## src/rtl/fetch_queue_pkg.sv

```systemverilog
// Shared fetch/decode constants and the queue entry layout.
// Imported by the fetch queue, its storage and its interface.
package fetch_queue_pkg;

  localparam int XLEN = 32;
  localparam logic [XLEN-1:0] INST_NOP = 32'h00000013;

  typedef struct packed {
    logic [XLEN-1:0] pc;
    logic [XLEN-1:0] inst;
  } fq_entry_t;

  // Shown to decode whenever the queue holds nothing.
  localparam fq_entry_t FQ_EMPTY_ENTRY = '{pc: '0, inst: INST_NOP};

  function automatic fq_entry_t fq_pack(input logic [XLEN-1:0] pc,
                                        input logic [XLEN-1:0] inst);
    fq_entry_t e;
    e.pc   = pc;
    e.inst = inst;
    return e;
  endfunction

endpackage

```

## src/rtl/fetch_queue_if.sv

```systemverilog
// Fetch-side and decode-side signals of the fetch queue.
// The queue uses the slave modport; the fetch/decode/execute side uses master.
interface fetch_queue_if
  import fetch_queue_pkg::*;
#(
  parameter int DEPTH = 4,
  parameter int CW    = $clog2(DEPTH + 1)
);

  logic [XLEN-1:0] if_pc;
  logic [XLEN-1:0] if_inst;
  logic            br_ctrl;
  logic            pc_stall;
  logic            id_valid;
  logic            id_ready;
  logic [XLEN-1:0] id_pc;
  logic [XLEN-1:0] id_inst;
  logic [CW-1:0]   fq_count;

  modport master (
    output if_pc, if_inst, br_ctrl, id_ready,
    input  pc_stall, id_valid, id_pc, id_inst, fq_count
  );

  modport slave (
    input  if_pc, if_inst, br_ctrl, id_ready,
    output pc_stall, id_valid, id_pc, id_inst, fq_count
  );

endinterface

```

## src/rtl/fetch_queue_mem.sv

```systemverilog
// Entry storage for the fetch queue: flop array, synchronous write, asynchronous read.
// Contents are deliberately not reset; validity is tracked by the queue's count.
module fq_mem
  import fetch_queue_pkg::*;
#(
  parameter int DEPTH = 4,
  parameter int AW    = $clog2(DEPTH)
) (
  input  logic          clk_i,
  input  logic          we_i,
  input  logic [AW-1:0] waddr_i,
  input  fq_entry_t     wdata_i,
  input  logic [AW-1:0] raddr_i,
  output fq_entry_t     rdata_o
);

  fq_entry_t mem_q [DEPTH];

  always_ff @(posedge clk_i) begin
    if (we_i) begin
      mem_q[waddr_i] <= wdata_i;
    end
  end

  assign rdata_o = mem_q[raddr_i];

endmodule

```

## src/rtl/fetch_queue.sv

```systemverilog
// Fetch-to-decode decoupling FIFO; head visible 1 cycle after push, no bypass.
// pc_stall while full (no id_ready path); br_ctrl or rst empties the queue on the next edge.
module fetch_queue
  import fetch_queue_pkg::*;
#(
  parameter int DEPTH = 4,
  parameter int CW    = $clog2(DEPTH + 1)
) (
  input  logic         clk,
  input  logic         rst,
  fetch_queue_if.slave fq
);

  localparam int PW = $clog2(DEPTH);

  logic [PW-1:0] wr_ptr_q, wr_ptr_d;
  logic [PW-1:0] rd_ptr_q, rd_ptr_d;
  logic [CW-1:0] count_q,  count_d;

  logic      full;
  logic      empty;
  logic      flush;
  logic      push;
  logic      pop;
  fq_entry_t wr_entry;
  fq_entry_t rd_entry;

  assign full  = (count_q == CW'(DEPTH));
  assign empty = (count_q == '0);
  assign flush = fq.br_ctrl;

  // Full blocks the push even when a pop frees a slot this cycle: fetch is
  // already stalled and re-presents the same instruction next cycle.
  assign push = ~rst & ~flush & ~full;
  assign pop  = ~rst & ~flush & ~empty & fq.id_ready;

  assign wr_entry = fq_pack(fq.if_pc, fq.if_inst);

  always_comb begin
    wr_ptr_d = wr_ptr_q;
    rd_ptr_d = rd_ptr_q;
    count_d  = count_q;
    if (flush) begin
      wr_ptr_d = '0;
      rd_ptr_d = '0;
      count_d  = '0;
    end else begin
      if (push) begin
        wr_ptr_d = wr_ptr_q + PW'(1);
      end
      if (pop) begin
        rd_ptr_d = rd_ptr_q + PW'(1);
      end
      case ({push, pop})
        2'b10:   count_d = count_q + CW'(1);
        2'b01:   count_d = count_q - CW'(1);
        default: count_d = count_q;
      endcase
    end
  end

  always_ff @(posedge clk) begin
    if (rst) begin
      wr_ptr_q <= '0;
      rd_ptr_q <= '0;
      count_q  <= '0;
    end else begin
      wr_ptr_q <= wr_ptr_d;
      rd_ptr_q <= rd_ptr_d;
      count_q  <= count_d;
    end
  end

  fq_mem #(
    .DEPTH (DEPTH)
  ) u_mem (
    .clk_i   (clk),
    .we_i    (push),
    .waddr_i (wr_ptr_q),
    .wdata_i (wr_entry),
    .raddr_i (rd_ptr_q),
    .rdata_o (rd_entry)
  );

  fq_entry_t head;
  assign head = empty ? FQ_EMPTY_ENTRY : rd_entry;

  assign fq.id_valid = ~empty;
  assign fq.id_pc    = head.pc;
  assign fq.id_inst  = head.inst;
  assign fq.pc_stall = full & ~flush;
  assign fq.fq_count = count_q;

  count_bounded: assert property (@(posedge clk) disable iff (rst)
    count_q <= CW'(DEPTH));

  flush_empties: assert property (@(posedge clk)
    flush |=> (count_q == '0));

endmodule

```

## src/flat_wrapper.sv

```systemverilog
// flat-port wrapper written by rule: the top's interface ports become plain ports
module fetch_queue_flat import fetch_queue_pkg::*;
#(
  parameter int DEPTH = 4,
  parameter int CW    = $clog2(DEPTH + 1)
)
  (clk, rst, fq_if_pc, fq_if_inst, fq_br_ctrl, fq_id_ready, fq_pc_stall, fq_id_valid, fq_id_pc, fq_id_inst, fq_fq_count);
  fetch_queue_if #(.DEPTH(DEPTH), .CW(CW)) fq_i ();
  input  logic clk;
  input  logic rst;
  input wire logic [$bits(fq_i.if_pc)-1:0] fq_if_pc;
  input wire logic [$bits(fq_i.if_inst)-1:0] fq_if_inst;
  input wire logic [$bits(fq_i.br_ctrl)-1:0] fq_br_ctrl;
  input wire logic [$bits(fq_i.id_ready)-1:0] fq_id_ready;
  output wire logic [$bits(fq_i.pc_stall)-1:0] fq_pc_stall;
  output wire logic [$bits(fq_i.id_valid)-1:0] fq_id_valid;
  output wire logic [$bits(fq_i.id_pc)-1:0] fq_id_pc;
  output wire logic [$bits(fq_i.id_inst)-1:0] fq_id_inst;
  output wire logic [$bits(fq_i.fq_count)-1:0] fq_fq_count;
  assign fq_i.if_pc = fq_if_pc;
  assign fq_i.if_inst = fq_if_inst;
  assign fq_i.br_ctrl = fq_br_ctrl;
  assign fq_i.id_ready = fq_id_ready;
  assign fq_pc_stall = fq_i.pc_stall;
  assign fq_id_valid = fq_i.id_valid;
  assign fq_id_pc = fq_i.id_pc;
  assign fq_id_inst = fq_i.id_inst;
  assign fq_fq_count = fq_i.fq_count;
  fetch_queue #(.DEPTH(DEPTH), .CW(CW)) u_core (.clk(clk), .rst(rst), .fq(fq_i));
endmodule
```

## config.mk

```make
export PLATFORM = sky130hd
export DESIGN_NAME = fetch_queue_flat
export DESIGN_NICKNAME = d
export VERILOG_FILES = /design/src/rtl/fetch_queue_pkg.sv /design/src/rtl/fetch_queue_if.sv /design/src/rtl/fetch_queue_mem.sv /design/src/rtl/fetch_queue.sv /design/src/flat_wrapper.sv
export SDC_FILE = /design/constraint.sdc
export NUM_CORES = 1
export LEC_CHECK = 0
export CORE_AREA = 2 2 146 148
export DETAILED_ROUTE_END_ITERATION = 6
export DIE_AREA = 0 0 148 150
export PLACE_DENSITY = 0.73
export SYNTH_ARGS = -nofsm -noshare
export SYNTH_HDL_FRONTEND = slang
export SYNTH_SLANG_ARGS = --single-unit
```

## constraint.sdc

```tcl
create_clock -name clk -period 5 [get_ports clk]
set_clock_uncertainty 0.15 [all_clocks]
set_input_delay 1 -clock clk [delete_from_list [all_inputs] [get_ports clk]]
set_output_delay 1 -clock clk [all_outputs]
set_load 0.005 [all_outputs]
```

==> results of run 1 <==
## cell usage in the layout (no fill, tap or decap), types with 4 or more instances in the layout
master	synthesis	routed
mux4_2	60	60
clkinv_1	0	7
mux4_1	4	4
ha_1	5	5
clkbuf_16	0	27
bufinv_16	0	6
nor2_1	9	9
clkinv_2	0	4
and2_4	0	4
clkdlybuf4s50_1	0	136
edfxtp_1	256	256
and2_1	65	61
dfxtp_1	9	7
## state kept, by name, summed over array words and instances (netlist names), named ones only
signal              count
u_core.u_mem.mem_q    256
u_core.wr_ptr_q         2
u_core.rd_ptr_q         2
u_core.fq.fq_count      3
## worst min path at each step
| stage | depth (start not counted) | to |
|---|---|---|
| final | 2 | flop |
| after CTS | 2 | flop |
| after global routing | 2 | flop |
| after global placement | 2 | flop |
| after detailed placement | 2 | flop |
| after floorplan | 2 | flop |
## final cells by class
| class | count | area, um2 |
|---|---|---|
| multi-input cells | 169 | 2150 |
| inverters | 4 | 15.0 |
| fillers | 1441 | 8000 |
| well taps | 275 | 344 |
| flip-flops and latches | 265 | 7880 |
| repair buffers | 137 | 1380 |
| clock inverters | 18 | 234 |
| clock buffers | 30 | 687 |
## critical path: stages (launching register included)
cell and delay, ps:
dfxtp_4 810, buf_12 350, mux4_2 550, and2_1 170, clkdlybuf4s50_1 460
## cell families (layout without fill, tap and decap cells)
group / Yosys count / count (layout)
muxes: 67 / 67
adders and majority gates: 5 / 5
and+or+nand+nor: 88 / 88
DFF: 265 / 265
xor gates and xnor gates: 4 / 4
AOI/OAI and AO/OA: 5 / 5
buffers and inverters: 26 / 189
## metrics by stage
stage / util (%) / worst slack [ps] / cells / hold slack, ps
after global placement: 56.9 / 1410 / 850 / 313
after floorplan: - / 1220 / 460 / 309
final: 61.3 / 953 / 898 / 340
after CTS: 61.3 / 864 / 898 / 341
after detailed placement: 56.9 / 1390 / 850 / 333
after global routing: 61.3 / 763 / 898 / 361
## per-layer routing
layer / GRT usage [%] / vias to the layer above / share of wire [%]
li1: - / 2147 / -
met1: 23.4 / 2471 / 42
met2: 27.8 / 153 / 50
met3: 3.78 / 28 / 6.5
met4: 4.05 / 0 / 1.6
met5: 0 / - / 0
## power breakdown
| group | internal, mW | switching, mW | leakage [nW] | total (mW) |
|---|---|---|---|---|
| Sequential | 2.48 | 0.0124 | 2.40 | 2.49 |
| Clock | 1.29 | 0.784 | 0.448 | 2.07 |
| Combinational | 0.111 | 0.0855 | 1.16 | 0.196 |
| Total | 3.88 | 0.882 | 4.01 | 4.76 |
==> results.md, run 1 <==
* Setup TNS at 0 ps
* Layout cells sized above 1 at 17.5%
* Post-synth top area cell: edfxtp_1
* Crit path kind: reg -> out
* Cell count of the worst reg-to-reg path at 3
* Final Wtd Congestion at 0.675
* Clock latency at the later pin of the worst-skew pair at roughly 510 ps
* TritonRoute pass-1 iters at 4
* Most common cell in the synthesized netlist: edfxtp_1
* Crit path max fanout at 33
* Routed WL per cell at ~21 um
* FP Rows at 53
* Post-CTS setup buffer count at 0
* CTS max path bufs at 3
* Final WL at approximately 19,000 um
* Final net count at 676
* P_leak at roughly 4.0 nW
* Yosys cell types at 27
* Xor and xnor area share after synthesis at 0.343%
* Placed Area at 11,800 um2
* Finished Cell Area at 12,700 um2
* Slew HR at a little under a third
* Max-cap check violation count at 0
* I/O Buffers at about 140
* Synth warn at 0
* Critical Path End Type: output port
* R2R Path Start: u_core.fq.fq_count[0]$_SDFFE_PP0P_
* Final period utilization at 80.9%
* Synth Area in Simple Gates at under 10%
* Avg Synthesized Cell Area at around 22 um2
* Global-route wire length before repair at 28,700 um
* Sequential element share of the synthesized area at between 70 and 80%
* DRC at 0
* Hpwl dp at 10,600 um
* CTS tree: done
* Yosys reg bits at 265
* Clock transition at path regs at roughly 60 ps
* Final Power at about 4.8 mW
* Post-synth EDFFs at 256
* Pin count of the biggest net entering global routing at between 60 and 70
* Die width at 148 um
* Synthesized-area fraction occupied by adder cells at less than 1%
* Slew of the pin with the lowest slew margin at 1020 ps
* Status: finished, final reports clean
* Via density at 5.34
* Unrepaired setup endpoints after global routing: false
* Starting DRT DRC Count at 320
* Die area at about 22,000 um2
* Root Buffer: clkbuf_16
* VDD IR-drop max at about 0.24 mV
* ANT nets after route at 0
* Synthesized area at 10,200 um2
* GRT Util Overall at 16.9%
* CP Data Required Time at 3850 ps
* Mux contribution to synthesized area at 14.5%
* I/O pin total at 137
* Post-cts gate resize count at 0
* Final setup fails at 0
* Syn_nets at 533
* Core box area at 20,700 um2
* Final slew viol count at 0
* Hold_sp: u_core.rd_ptr_q[1]$_SDFFE_PP0P_
* Initial antenna violation count at 0
* Count of final hold-check violations at 0
* Syn Inst Count at 460
* P per Cell Area at approximately 380 nW/um2
* N_diodes at 0
* Top_reg_cell synth: edfxtp_1
* Reg-to-reg critical path endpoint: u_core.u_mem.mem_q[2][36]$_DFFE_PP_
* Starting density of the core at 49.4%
* Compound-Gate Fraction of Synth Area at less than 1%
* Commonest cells in the netlist: edfxtp_1 (256), and2_1 (65), mux4_2 (60)
* Crit path capture: fq_id_inst[22]
* Share of the synthesized area in the top cell type at 75.2%
* Critical Path AT at 2900 ps
* Gr ovfl total at 0
* CTS Hold Bufs at 0
* Clk sinks at 265
* DIE HEIGHT at 150 um
* TritonCTS Buffers at 26
* Area growth syn-to-layout at 24.1%
* Via count at 4,799
* Hold crit path type: reg -> reg
* Minimum clock period at 4050 ps
* Achievable frequency at 247 MHz
* Vias in the first global route at 5,117
* Largest cells by area after synthesis: edfxtp_1 (75%), mux4_2 (13%), and2_1 (4.0%), dfxtp_1 (1.8%), buf_12 (1.2%)
* Startpoint Class: flop
* Main combinational cell family by area after synthesis: multiplexers
* # H-tree levels at 1
* Asr flop ratio synth at 0%
* R2R Setup Slk at 2610 ps
Note: power is estimated with default switching activity, not from simulation.
==> run 2: changes to the inputs <==
--- a/config.mk
+++ b/config.mk
@@ -5,10 +5,10 @@
 export SDC_FILE = /design/constraint.sdc
 export NUM_CORES = 1
 export LEC_CHECK = 0
-export CORE_AREA = 2 2 146 148
+export CORE_AREA = 2 2 148 150
 export DETAILED_ROUTE_END_ITERATION = 6
-export DIE_AREA = 0 0 148 150
-export PLACE_DENSITY = 0.73
+export DIE_AREA = 0 0 150 152
+export PLACE_DENSITY = 0.74
 export SYNTH_ARGS = -nofsm -noshare
 export SYNTH_HDL_FRONTEND = slang
 export SYNTH_SLANG_ARGS = --single-unit
==> constraint.sdc (replaced) <==
create_clock -name clk -period 3.39 [get_ports clk]
set_clock_uncertainty 0.15 [all_clocks]
set_input_delay 0.678 -clock clk [delete_from_list [all_inputs] [get_ports clk]]
set_output_delay 0.678 -clock clk [all_outputs]
set_load 0.005 [all_outputs]
==> results.md, run 2 (synthesized netlist as in run 1, its figures left out) <==
* Status: finished, final reports clean
* Most common cell after layout, fill and taps aside: edfxtp_1
* Unrepaired setup endpoints after global routing: false
* DRC at 0 (unchanged)
* Crit path max fanout at 33 (unchanged)
* Clk sinks at 265 (unchanged)
* CP Data Required Time at 2560 ps (-1290 ps)
* P per Cell Area at 513 nW/um2 (+37%)
* Via count at 4,936 (+2.9%)
* DIE HEIGHT at 152 um (+1.3%)
* Crit path kind: reg -> out
* Root Buffer: clkbuf_16
* P_leak at 4.09 nW (+1.9%)
* Most frequent cells in the layout: edfxtp_1 (256), clkdlybuf4s50_1 (131), mux4_2 (61), and2_1 (61), clkbuf_16 (27)
* Achievable frequency at 306 MHz
* Critical Path AT at 2440 ps (-460 ps)
* VDD IR-drop max at 0.366 mV (+54%)
* Starting density of the core at 47.9% (-1.5 points)
* Slew of the pin with the lowest slew margin at 515 ps (-505 ps)
* Hpwl dp at 11,500 um (+8.5%)
* N_diodes at 0 (unchanged)
* Met3 Routed Length at 1280 um (+3.4%)
* FP Rows at 54 (+1.9%)
* Final Power at 6.56 mW (+38%)
* Routed WL per cell at 20.6 um (-2.5%)
* Top sig layer: met5
* Startpoint Class: flop
* I/O Buffers at 136 (unchanged)
* Vias in the first global route at 5,163 (+0.90%)
* Final setup fails at 0 (unchanged)
* CTS tree: done
* Gr ovfl total at 0 (unchanged)
* Critical Path End Type: output port
* Final Wtd Congestion at 0.746 (+10%)
* TritonRoute pass-1 iters at 4 (unchanged)
* Minimum clock period at about 3300 ps
* Wl on met1 at 7730 um (-3.3%)
* Count of final hold-check violations at 0 (unchanged)
* GRT Util Overall at 16.7% (-0.18 points)
* Slew HR at 65.7% (+34 points)
* TritonCTS Buffers at 27 (+3.8%)
* Hold crit path type: reg -> reg
* Global-route wire length before repair at 29,200 um (+1.7%)
* Die area at 22,800 um2 (+2.7%)
* Pin count of the biggest net entering global routing at 65 (unchanged)
* Clock transition at path regs at 60 ps (about the same)
* Setup TNS at 0 ps (unchanged)
* Final net count at 695 (+2.8%)
* Clock latency at the later pin of the worst-skew pair at 510 ps (about the same)
* Layout cells sized above 1 at 19.5% (+2.0 points)
* Starting DRT DRC Count at 305 (-4.7%)
* Max-cap check violation count at 0 (unchanged)
* Initial antenna violation count at 1 (+1)
* # fillers at 1,556 (+8.0%)
* Die width at 150 um (+1.4%)
* # H-tree levels at 1 (unchanged)
* CTS max path bufs at 3 (unchanged)
* WL met2 at 9630 um (+2.4%)
* Core box area at 21,400 um2 (+3.2%)
* Final period utilization at 96.5%
* Largest reg by FF count: u_core.u_mem.mem_q
* Area growth syn-to-layout at 25.3%
* ANT nets after route at 0 (unchanged)
* Max reg flops at 256 (unchanged)
* Final slew viol count at 0 (unchanged)
* I/O pin total at 137 (unchanged)
* Final WL at 19,000 um (+0.12%)
* Via density at 5.35 (+0.18%)
run 2: changes by cell type in the layout (fill, tap and decap cells not counted), sizes merged:
cell,before,now
clkbuf,30,35
clkinvlp,1,0
bufinv,6,0
buf,1,19
clkdlybuf4s50,136,131
dlygate4sd2,0,5
clkinv,11,14
run 2: what timing repair did:
action                                 CTS  global route
endpoints found under the hold margin    0             0
hold buffers                             0             0
setup endpoints to repair               14            38
resized for setup                        7             0
buffers inserted                         0             6
run 2: final timing paths:
kind                                                          from                            endpoint  slack, ps  depth (start not counted)
worst max-delay path                                          flop                      fq_id_inst[31]        120                          4
worst min-delay path               u_core.rd_ptr_q[1]$_SDFFE_PP0P_                                flop        360                          2
worst max register to register  u_core.fq.fq_count[2]$_SDFFE_PP0P_  u_core.fq.fq_count[1]$_SDFFE_PP0P_       1300                          6
worst min register to register     u_core.rd_ptr_q[1]$_SDFFE_PP0P_                                flop        360                          2
run 2: worst max-delay path: stages (launching register included):
cell,delay [ps]
dfxtp_4,670
buf_4,300
mux4_2,320
and2_1,170
clkdlybuf4s50_1,430
run 2: report_power, final:
part           switching [mW]  internal [mW]  total, mW  leakage (nW)
logic                   0.133          0.173      0.306          1.31
registers              0.0157           3.66       3.67          2.40
clock network            1.13           1.46       2.59         0.383
total                    1.27           5.29       6.56          4.09
run 2: cell type report:
class | count | area [um2] | share of cell area [%]
Inverter | 4 | 15.0 | 0.117
Clock inverter | 14 | 66.3 | 0.518
Timing Repair Buffer | 155 | 1640 | 12.8
Sequential cell | 265 | 7880 | 61.5
Multi-Input combinational cell | 169 | 2150 | 16.8
Tap cell | 280 | 350 | 2.74
Clock buffer | 35 | 706 | 5.51
run 2: metrics by stage:
step	cells	utilization, %	setup WS [ps]	hold WS (ps)	cell area (um2)
5_1_grt	922	60.0	10.1	384	12800
3_3_place_gp	867	56.2	454	329	12000
6_report	922	60.0	119	356	12800
2_1_floorplan	460	-	632	309	10200
4_1_cts	916	59.8	2.07	348	12800
3_5_place_dp	867	56.2	387	335	12000
run 2: metal layers:
layer / global-route usage, % / vias up
met2: 28.0 / 163
met1: 22.9 / 2562
met5: 0 / -
met4: 3.23 / 2
met3: 3.69 / 26
li1: - / 2183
